`src/rtl/ps2_cmd_arbiter.sv`:
```
// ps2_cmd_arbiter: shares one PS/2 host transmitter/receiver between the mouse
// init/stream FSM (requester 0) and the microprocessor command port
// (requester 1). Each granted transaction sends a command byte, optionally
// one argument byte, and expects a 0xFA acknowledge after every byte.
//
// Build option: define PS2_ARB_RESEND_RETRY_EN to re-send a byte answered
// with 0xFE, up to MAX_RETRY times per byte. Without it 0xFE aborts.
//
// Handshake: SEND_BYTE is a one-cycle strobe with BYTE_TO_SEND valid in the
// same cycle; BYTE_SENT and BYTE_READY are one-cycle completion strobes that
// are only honoured in the matching wait states. REQ is held until the
// owner's DONE or ERR pulse.
module ps2_cmd_arbiter #(
   parameter int TIMEOUT_CYCLES = 2500000,
   parameter int CNT_W          = 22,
   parameter int MAX_RETRY      = 2
) (
   input  logic       CLK,
   input  logic       RESET_N,
   input  logic [1:0] REQ,
   input  logic [7:0] CMD0,
   input  logic [7:0] CMD1,
   input  logic [7:0] ARG0,
   input  logic [7:0] ARG1,
   input  logic [1:0] HAS_ARG,
   output logic [1:0] GRANT,
   output logic [1:0] DONE,
   output logic [1:0] ERR,
   output logic       BUSY,
   output logic       SEND_BYTE,
   output logic [7:0] BYTE_TO_SEND,
   input  logic       BYTE_SENT,
   output logic       READ_ENABLE,
   input  logic [7:0] BYTE_READ,
   input  logic [1:0] BYTE_ERROR_CODE,
   input  logic       BYTE_READY,
   output logic [3:0] DBG_STATE,
   output logic [3:0] DBG_RETRY
);

   typedef enum logic [3:0] {
      IDLE          = 4'd0,
      SEND_CMD      = 4'd1,
      WAIT_CMD_SENT = 4'd2,
      WAIT_CMD_ACK  = 4'd3,
      SEND_ARG      = 4'd4,
      WAIT_ARG_SENT = 4'd5,
      WAIT_ARG_ACK  = 4'd6,
      FINISH_OK     = 4'd7,
      FINISH_ERR    = 4'd8
   } state_t;

`ifdef PS2_ARB_RESEND_RETRY_EN
   localparam bit RESEND_EN = 1'b1;
`else
   localparam bit RESEND_EN = 1'b0;
`endif

   localparam logic [CNT_W-1:0] TO_LAST = CNT_W'(TIMEOUT_CYCLES - 1);
   localparam logic [7:0]       ACK_FA  = 8'hFA;
   localparam logic [7:0]       RESEND_FE = 8'hFE;

   state_t           r_state;
   state_t           w_next;
   logic             r_owner;     // requester currently served
   logic             r_last;      // requester served most recently
   logic             r_has_arg;   // argument flag captured at SEND_CMD
   logic [7:0]       r_byte;      // last byte handed to the transmitter
   logic [CNT_W-1:0] r_timer;
   logic [3:0]       r_retry;

   logic             w_winner;
   logic             w_in_wait;
   logic             w_timeout;
   logic             w_ack_ok;
   logic             w_resend;
   logic [7:0]       w_cmd;
   logic [7:0]       w_arg;
   logic [1:0]       w_owner_oh;

   // Tie goes to whoever was not served last; a lone request always wins.
   assign w_winner   = (REQ == 2'b11) ? ~r_last : REQ[1];
   assign w_cmd      = r_owner ? CMD1 : CMD0;
   assign w_arg      = r_owner ? ARG1 : ARG0;
   assign w_owner_oh = {r_owner, ~r_owner};
   assign w_in_wait  = (r_state == WAIT_CMD_SENT) || (r_state == WAIT_CMD_ACK) ||
                       (r_state == WAIT_ARG_SENT) || (r_state == WAIT_ARG_ACK);
   assign w_timeout  = (r_timer >= TO_LAST);
   assign w_ack_ok   = (BYTE_READ == ACK_FA) && (BYTE_ERROR_CODE == 2'b00);
   assign w_resend   = RESEND_EN && (BYTE_READ == RESEND_FE) &&
                       (BYTE_ERROR_CODE == 2'b00) && (r_retry < 4'(MAX_RETRY));

   // State register.
   always_ff @(posedge CLK or negedge RESET_N) begin
      if (!RESET_N) r_state <= IDLE;
      else          r_state <= w_next;
   end

   // Next-state logic; transmitter/receiver strobes beat a same-cycle timeout.
   always_comb begin
      w_next = r_state;
      case (r_state)
         IDLE:          if (|REQ) w_next = SEND_CMD;
         SEND_CMD:      w_next = WAIT_CMD_SENT;
         WAIT_CMD_SENT: begin
            if (BYTE_SENT)      w_next = WAIT_CMD_ACK;
            else if (w_timeout) w_next = FINISH_ERR;
         end
         WAIT_CMD_ACK: begin
            if (BYTE_READY) begin
               if (w_ack_ok)      w_next = r_has_arg ? SEND_ARG : FINISH_OK;
               else if (w_resend) w_next = SEND_CMD;
               else               w_next = FINISH_ERR;
            end else if (w_timeout) begin
               w_next = FINISH_ERR;
            end
         end
         SEND_ARG:      w_next = WAIT_ARG_SENT;
         WAIT_ARG_SENT: begin
            if (BYTE_SENT)      w_next = WAIT_ARG_ACK;
            else if (w_timeout) w_next = FINISH_ERR;
         end
         WAIT_ARG_ACK: begin
            if (BYTE_READY) begin
               if (w_ack_ok)      w_next = FINISH_OK;
               else if (w_resend) w_next = SEND_ARG;
               else               w_next = FINISH_ERR;
            end else if (w_timeout) begin
               w_next = FINISH_ERR;
            end
         end
         FINISH_OK:     w_next = IDLE;
         FINISH_ERR:    w_next = IDLE;
         default:       w_next = IDLE;
      endcase
   end

   // Ownership, round-robin pointer and captured transaction data.
   always_ff @(posedge CLK or negedge RESET_N) begin
      if (!RESET_N) begin
         r_owner   <= 1'b0;
         r_last    <= 1'b1;
         r_has_arg <= 1'b0;
         r_byte    <= 8'h00;
      end else begin
         if (r_state == IDLE && (|REQ)) r_owner <= w_winner;
         if (r_state == FINISH_OK || r_state == FINISH_ERR) r_last <= r_owner;
         if (r_state == SEND_CMD) begin
            r_has_arg <= HAS_ARG[r_owner];
            r_byte    <= w_cmd;
         end
         if (r_state == SEND_ARG) r_byte <= w_arg;
      end
   end

   // Wait timer: restarts on every state change, saturates instead of wrapping.
   always_ff @(posedge CLK or negedge RESET_N) begin
      if (!RESET_N) begin
         r_timer <= '0;
      end else if (w_next != r_state) begin
         r_timer <= '0;
      end else if (w_in_wait && (r_timer != {CNT_W{1'b1}})) begin
         r_timer <= r_timer + 1'b1;
      end
   end

   // Resend counter: counts resends of the current byte, cleared per byte.
   always_ff @(posedge CLK or negedge RESET_N) begin
      if (!RESET_N) begin
         r_retry <= 4'd0;
      end else if (r_state == IDLE) begin
         r_retry <= 4'd0;
      end else if ((r_state == WAIT_CMD_ACK && w_next == SEND_CMD) ||
                   (r_state == WAIT_ARG_ACK && w_next == SEND_ARG)) begin
         r_retry <= r_retry + 4'd1;
      end else if (r_state == WAIT_CMD_ACK && w_next == SEND_ARG) begin
         r_retry <= 4'd0;
      end
   end

   // Moore outputs decoded from registered state, so reset clears them at once.
   always_comb begin
      GRANT        = 2'b00;
      DONE         = 2'b00;
      ERR          = 2'b00;
      BUSY         = (r_state != IDLE);
      SEND_BYTE    = (r_state == SEND_CMD) || (r_state == SEND_ARG);
      READ_ENABLE  = (r_state == WAIT_CMD_ACK) || (r_state == WAIT_ARG_ACK);
      BYTE_TO_SEND = r_byte;
      if (r_state != IDLE)       GRANT = w_owner_oh;
      if (r_state == FINISH_OK)  DONE  = w_owner_oh;
      if (r_state == FINISH_ERR) ERR   = w_owner_oh;
      if (r_state == SEND_CMD)   BYTE_TO_SEND = w_cmd;
      if (r_state == SEND_ARG)   BYTE_TO_SEND = w_arg;
   end

   assign DBG_STATE = r_state;
   assign DBG_RETRY = r_retry;

endmodule

```
`config.mk`:
```
export PLATFORM = sky130hd
export DESIGN_NAME = ps2_cmd_arbiter
export DESIGN_NICKNAME = d
export VERILOG_FILES = /design/src/rtl/ps2_cmd_arbiter.sv
export SDC_FILE = /design/constraint.sdc
export NUM_CORES = 1
export LEC_CHECK = 0
export ABC_AREA = 1
export ABC_CLOCK_PERIOD_IN_PS = 2450
export CORE_UTILIZATION = 50
export CTS_BUF_LIST = sky130_fd_sc_hd__clkbuf_8
export DETAILED_ROUTE_END_ITERATION = 8
export GPL_ROUTABILITY_DRIVEN = 1
export PLACE_DENSITY = 0.83
export SYNTH_ARGS = -nofsm -noshare
export SYNTH_HDL_FRONTEND = slang
export SYNTH_SLANG_ARGS = --single-unit
```
`constraint.sdc`:
```
create_clock -name CLK -period 2.45 [get_ports CLK]
set_input_delay 0.735 -clock CLK [delete_from_list [all_inputs] [get_ports CLK]]
set_output_delay 0.735 -clock CLK [all_outputs]
set_load 0.05 [all_outputs]
```
Yosys cells after proc, flatten, opt, wreduce, memory -nomap -nowiden
Cells that the tools add are included.
Operators by class
  add/sub/neg operators: 2
  multiply operators: 0
  divide/modulo/power cells: 0
  order comparisons: 2
  equal/unequal tests: 14
  shift-type cells: 0
  mux-type cells: 25
  bitwise logic cells: 2
  reductions and logical operators: 19
Operators by type and width (count)
  $mux W22: 2
  $mux W4: 11
  $mux W8: 4
  $pmux W4 S7: 1
  $add A22 B1 Y22 const B: 1
  $ge A22 B22 Y1 const B: 1
  $ne A22 B22 Y1 const B: 1
  $eq A4 B3 Y1 const B: 5
  $eq A4 B1 Y1 const B: 2
  $eq A4 B2 Y1 const B: 2
  $eq A8 B8 Y1 const B: 1
  $mux W2: 4
  $logic_or A1 B1 Y1: 7
  $logic_and A1 B1 Y1: 6
  $add A4 B1 Y4 const B: 1
  $eq A4 B4 Y1 const B: 1
  $logic_not A4 Y1: 1
  $ne A4 B4 Y1: 1
  $reduce_bool A4 Y1: 1
  $mux W1: 3
  $reduce_bool A3 Y1: 1
  $eq A2 B2 Y1 const B: 1
  $logic_not A2 Y1: 1
  $lt A1 B2 Y1 const B: 1
  other kinds (3): 4
Storage, ports and cells
  register bits: 41
  latch bits: 0
  bits in writable memories: 0
  bits in read-only memories: 0
  output and inout port bits: 25
  logic and storage cells: 71
  memories kept: 0

Logic depth before layout (Yosys ltp)
  depth in word-level cells: 10
  depth in mapped cells: 15
  gate-level depth less buffers: 14

Worst setup path after synthesis
Ideal clock, no wire load.
  path kind: register -> output
  start: reg r_state[2] (netlist: DBG_STATE[2])
  end: out BYTE_TO_SEND[6]
  data arrival time: 2209 ps
  path slack: -494 ps
  cell stages (with the launch flop): 7
  path buffers: 0
  cells stage by stage: dfrtp_1 -> inv_1 -> nor2_4 -> inv_1 -> nor3_4 -> a211oi_1 -> a31oi_1
On the way
  longest elaborated chain between the ends: 3
  elaborated cells between the ends (all ways): 4
RTL lines
  start, declared: line 63  | state_t r_state;
  start signal, assigned: line 96  | else r_state <= w_next;
  $eq A4 B1 Y1: line 193  | if (r_state == SEND_CMD) BYTE_TO_SEND = w_cmd;
  $mux W8
  $mux W8 *: line 194  | if (r_state == SEND_ARG) BYTE_TO_SEND = w_arg;
  end, declared: line 31  | output logic [7:0] BYTE_TO_SEND,
Mark *: on every way between the ends. The rest lies on a longest branch, timed or not.

Worst setup path after layout
  start: in CMD1[0]
  end: out BYTE_TO_SEND[0]
On the way
  longest elaborated chain between the ends: 3
RTL lines
  start, declared: line 22  | input logic [7:0] CMD1,
  $mux W8: line 83  | assign w_cmd = r_owner ? CMD1 : CMD0;
  $mux W8
  $mux W8: line 194
No other way between the ends.

==> summary.md <==
| Metric | Value |
|---|---|
| Status | finished, violations left |
| DIE WIDTH | between 70 and 80 microns |
| Initial antenna violation count | 0 |
| IO Count | 75 |
| Drt drc | 0 |
| GPL Wtd Cong | slightly below 0.9 |
| Clk root buf | clkbuf_8 |
| Syn_area_per_cell | between 6 and 7 sq um |
| Max incr delay on CP | about 0.46 ns |
| Crit path kind | in2out |
| Area contributors post-synth | dfrtp_1, nand2_1, nor2_1, inv_1, nand3_1 |
| Crit path time final | about 2.6 ns |
| Net Count, Synth | 449 |
| Final count of negative-setup-slack endpoints | 9 |
| Area leader, netlist | dfrtp_1 |
| Layout overhead on the synthesized area | 57.7% |
| Leak Pwr | approximately 2.0 nW |
| Die Span Y | approximately 76 microns |
| Final worst slack | -0.118 ns |
| Clock buffer count from CTS | 5 |
| DR WL/cell | approximately 16 microns |
| Core area | 0.00520 sq mm |
| Post-synth EDFFs | 0 |
| Post-synth top flop | dfrtp_1 |
| R2R Setup Slk | between 0.1 and 0.15 ns |
| Largest net degree at the start of global routing | 36 |
| CTS tree | yes |
| CP arrival | around 1.8 ns |
| Htree depth | 2 |
| Critical Path Source Type | input pin |
| Clock sink total | between 40 and 50 |
| Via count | roughly 3100 |
| Fin. max-slew vios | 0 |
| Final Hold Vio Count | 0 |
| Top-area cell type share of the netlist area | between 30% and 40% |
| Critical-path maximum fanout | 2 |
| Count leader, synth | nand2_1 |
| Fmax | a little under 400 MHz |
| Post-layout util | between 80% and 90% |
| Crit-path cells | clkdlybuf4s50_1, nand2_1, a31oi_4, o21ai_2, nand2_2, buf_12 |
| Rows | 26 |
| Initial DRT Pass Iterations | 7 |
| Final Power | between 5 and 6 mW |
| Hold Buf Count CTS | 0 |
| Final-stage net count | around 560 |
| Slowest-stage cell, CP | clkdlybuf4s50_1 |
| Final worst-path cycle share | 105% |
| Starting density of the core | between 50% and 60% |
| Worst slew pin tran | between 0.5 and 0.6 ns |
| Asr flop ratio synth | 100% |
| Syn Inst Count | 398 |
| First-pass GRT wire length | 13500 microns |
| Number of routed nets with antenna violations | 0 |
| Max VDD drop | between 0.001 and 0.0015 V |
| Via density | around 5.4 |
| IO buf count | 74 |
| Maximum Capacitance Violations | 0 |
| RSZ-0062 raised after global routing | yes |
| Total Routing Usage GR | about 30% |
| Relative slew slack | between 60% and 70% |
| Starting DRC count in detailed routing | 277 |
| Antenna Cells | 0 |
| Failing checks | setup timing |
| Worst-case clock buffer depth | 2 |
| Pwr dens | ~1300 mW/mm^2 |
| FF-to-FF path depth | 15 |
| Vias in the first global route | between 2000 and 3000 |
| Mapped Area | 0.00275 sq mm |
| Critical R2R Capture | r_timer[19]$_DFFE_PN0P_ |
| FF-to-FF Start | DBG_STATE[3]$_DFF_PN0_ |
| Synth warnings | 0 |
| Post-synth top cells | nand2_1, nor2_1, inv_1 |
| Critical path required time | 1.71 ns |
| Share of layout cells above drive strength 1 | approximately 27% |
| GRT overflow | 0 |
| Clock-pin slew on the worst setup and hold paths | about 0.08 ns |
| Synth Register Bits | just over 40 |
| HP Class | in2async |
| CP endpoint kind | output pin |
| Die ar. | 0.00580 sq mm |
| Wirelength, routed | 9040 microns |
| Final setup skew | ~0.013 ns |
| Post-synthesis sequential area ratio | a little under two fifths |
| HPWL after DPL | around 5600 microns |
| Clk_lat worst skew | between 0.3 and 0.4 ns |
| Yosys cell types | 39 |
==> worst max path at each step <==
stage / start / slack, ns / endpoint / cells after the start
floorplan: DBG_STATE[1]$_DFF_PN0_ / 0.004 / BYTE_TO_SEND[4] / 8
global placement: CMD1[7] / -0.1 / BYTE_TO_SEND[7] / 6
detailed placement: CMD1[6] / -0.13 / BYTE_TO_SEND[6] / 6
CTS: DBG_STATE[3]$_DFF_PN0_ / -0.07 / BYTE_TO_SEND[1] / 9
global route: DBG_STATE[3]$_DFF_PN0_ / -0.18 / BYTE_TO_SEND[4] / 9
finish: CMD1[0] / -0.12 / BYTE_TO_SEND[0] / 6
==> where the power goes <==
part           switching, mW  total, mW  internal, mW
registers              0.125      0.949         0.824
logic                   2.52       4.30          1.78
clock network          0.257      0.589         0.332
==> layout make-up <==
class | instances | area [sq um]
timing repair buffer | 111 | 1230
tap | 70 | 87.6
sequential | 41 | 1030
clock inverter | 2 | 37.5
fill | 304 | 871
clock buffer | 6 | 82.6
inverter | 47 | 185
multi-input combinational | 300 | 1670
==> logic make-up after synthesis <==
| family | Yosys count | synth area share [%] |
|---|---|---|
| and+or+nand+nor | 249 | 41.5 |
| buffers and inverters | 57 | 8.29 |
| DFF | 41 | 37.4 |
| AOI/OAI and AO/OA | 35 | 7.56 |
| xor gates and xnor gates | 15 | 4.78 |
| adders and majority gates | 1 | 0.455 |
==> placed cells by master, fill, tap and decap left out, types with 6 or more instances in the layout <==
| master | count |
|---|---|
| dfrtp_1 | 36 |
| clkdlybuf4s50_1 | 50 |
| xor2_1 | 10 |
| clkbuf_8 | 6 |
| nand2_2 | 16 |
| nand2_1 | 113 |
| inv_1 | 37 |
| nand3_1 | 19 |
| inv_2 | 7 |
| buf_12 | 19 |
| buf_4 | 29 |
| nand4_1 | 11 |
| nor2_4 | 7 |
| nor2_1 | 58 |
| nor2_2 | 10 |
==> critical path, delay by kind of cell <==
| family | cells | cell delay, ns |
|---|---|---|
| AND/OR/NAND/NOR | 2 | 0.20 |
| AO/OA/AOI/OAI | 2 | 0.29 |
| buffers and inverters | 2 | 0.60 |
==> stage by stage <==
step                      hold slack (ns)  setup TNS, ns  setup WS, ns  cell area, sq um  std cells
after floorplan                     0.439              0       0.00390              2830        398
after global placement              0.488         -0.538       -0.0952              3920        552
after detailed placement            0.490          -1.07        -0.130              3920        552
after CTS                           0.277         -0.543       -0.0722              4190        573
after global routing                0.284          -1.38        -0.175              4330        577
final                               0.283         -0.812        -0.118              4330        577
==> metal layers <==
layer  share of wire (%)  GRT usage [%]
met3                 5.4           5.03
met4                 2.4           10.2
met5                   0              0
met2                  52           51.1
met1                  41           36.7
==> flip-flops by register name (all words and copies together), names as in the netlist <==
signal,cells
r_last,1
r_timer,22
r_byte,8
DBG_RETRY,4
r_has_arg,1
DBG_STATE,4
r_owner,1
==> what timing repair did <==
action                                 4_1_cts  5_1_grt
resized for setup                           25       27
endpoints found under the hold margin        0        0
pin swaps                                   12       15
gates cloned                                 1        0
setup buffers                               12        4
setup endpoints to repair                    8       12
Power figures use the tool's default switching activity.
==> variant: new RTL, same settings <==
Set the parameter `CNT_W` to 44 (it was 22).
--- a/src/rtl/ps2_cmd_arbiter.sv
+++ b/src/rtl/ps2_cmd_arbiter.sv
@@ -12,7 +12,7 @@
 // owner's DONE or ERR pulse.
 module ps2_cmd_arbiter #(
    parameter int TIMEOUT_CYCLES = 2500000,
-   parameter int CNT_W          = 22,
+   parameter int CNT_W          = 44,
    parameter int MAX_RETRY      = 2
 ) (
    input  logic       CLK,
Formal check against the unedited RTL: same outputs for any inputs over 10 cycles, from zero or initial values and one cycle with RESET_N low; that may be too few to reach the edited logic, so the function may still have changed.
==> variant against the original RTL <==
The flow still finishes with violations (negative setup slack); final cell count is 28% higher; sequential cell count up 22; critical path depth unchanged; highest routed layer unchanged; routed wire length increased by 11%; setup slack better by 42 ps; global-route usage is 3.9 points lower; largest power group unchanged; design area grew 25%; register-to-register slack gained 20 ps; non-clock buffer count is 1 lower; count of clock-buffer cells in the layout is 5 higher; total power rose by 12%; synthesized area increased by 42%.
==> variant: results (changes against the original RTL) <==
status finished with violations; failing checks negative setup slack; # setup viols final 9 (unchanged); Mapped Avg Cell Area 7.40 sq um (+7.2%); clkbuf count 11 (+5); final wirelength 10100 microns (+11%); Cells after DPL 703 (+27%); Filler cells 541 (+78%); Worst-Margin Slew 510 ps (+2.81 ps); Synth Net Count 578 (+29%); first-pass GRT wire length 16600 microns (+23%); multi-input logic area 0.00204 sq mm (+22%); sequential share of the synthesized area 0.404 (+0.0306); GPL Wtd Cong 0.923 (+3.5%); Vias per Instance 5.12 (-5.7%); skew final 12.7 ps (-0.611 ps); Worst VDD drop 978 uV (-22%); TritonCTS Buffers 9 (+4); worst-skew pair later-pin latency 350 ps (+40 ps); worst slack, placed -222 ps (-92.6 ps); largest registers r_timer (44), r_byte (8); NumNets Final 686 (+23%); r2r worst-path depth 14 (-1); Clock-cell share 0.0341 (+0.00640); CP arrival 1790 ps (-40 ps); sequential share of cell area 0.292 (+0.0534); Critical R2R Launch DBG_STATE[2]; placed cell area 0.00499 sq mm (+27%); Hold Slack 378 ps (+95.0 ps); CTS H-tree lvls 3 (+1); post-cts repair resize count 14 (-44%); GRT Resource Usage Total 0.254 (-0.0394); dominant cells by area after synthesis dfrtp_1 40%, nand2_1 15%, nor2_1 8.3%, nor2_4 6.6%, inv_1 5.4%; synth cell count leaders 152 x nand2_1, 86 x nor2_1, 62 x dfrtp_1; Yosys reg bits 63 (+54%); final worst slack -75.8 ps (+42.3 ps); multi-input combinational area share 0.376 (-0.00982)
==> variant: cell count changes after synthesis, moves of 3 or more <==
cell     unedited run  this run
nand2_1           124       152
nor2_1             61        86
dfrtp_1            40        62
nor2_4              4        23
inv_1              43        56
nor3_1              4        13
inv_2               4        10
nor2_2             10         4
nor3_2              1         5
a21oi_1             6         3
nand3_2             1         4
o21ai_1             2         5
==> variant: power by group <==
| group | internal, mW | switching, mW |
|---|---|---|
| Combinational | 1.76 | 2.64 |
| Clock | 0.418 | 0.429 |
| Sequential | 1.18 | 0.105 |
==> variant: logic make-up after synthesis <==
kind of cell | share of synthesized area
AND/OR/NAND/NOR | 0.418
buffers and inverters | 0.0895
flip-flops | 0.404
AO/OA/AOI/OAI | 0.0539
XOR/XNOR | 0.0314
adder cells (fa/ha/maj) | 0.00321
==> variant: metal layers <==
metal  vias up  track usage  share of wire
li1       1855            -              -
met1      1759        0.306           0.41
met2       142        0.434           0.51
met3        24       0.0480          0.054
met4         0        0.128          0.026
met5         -            0              0
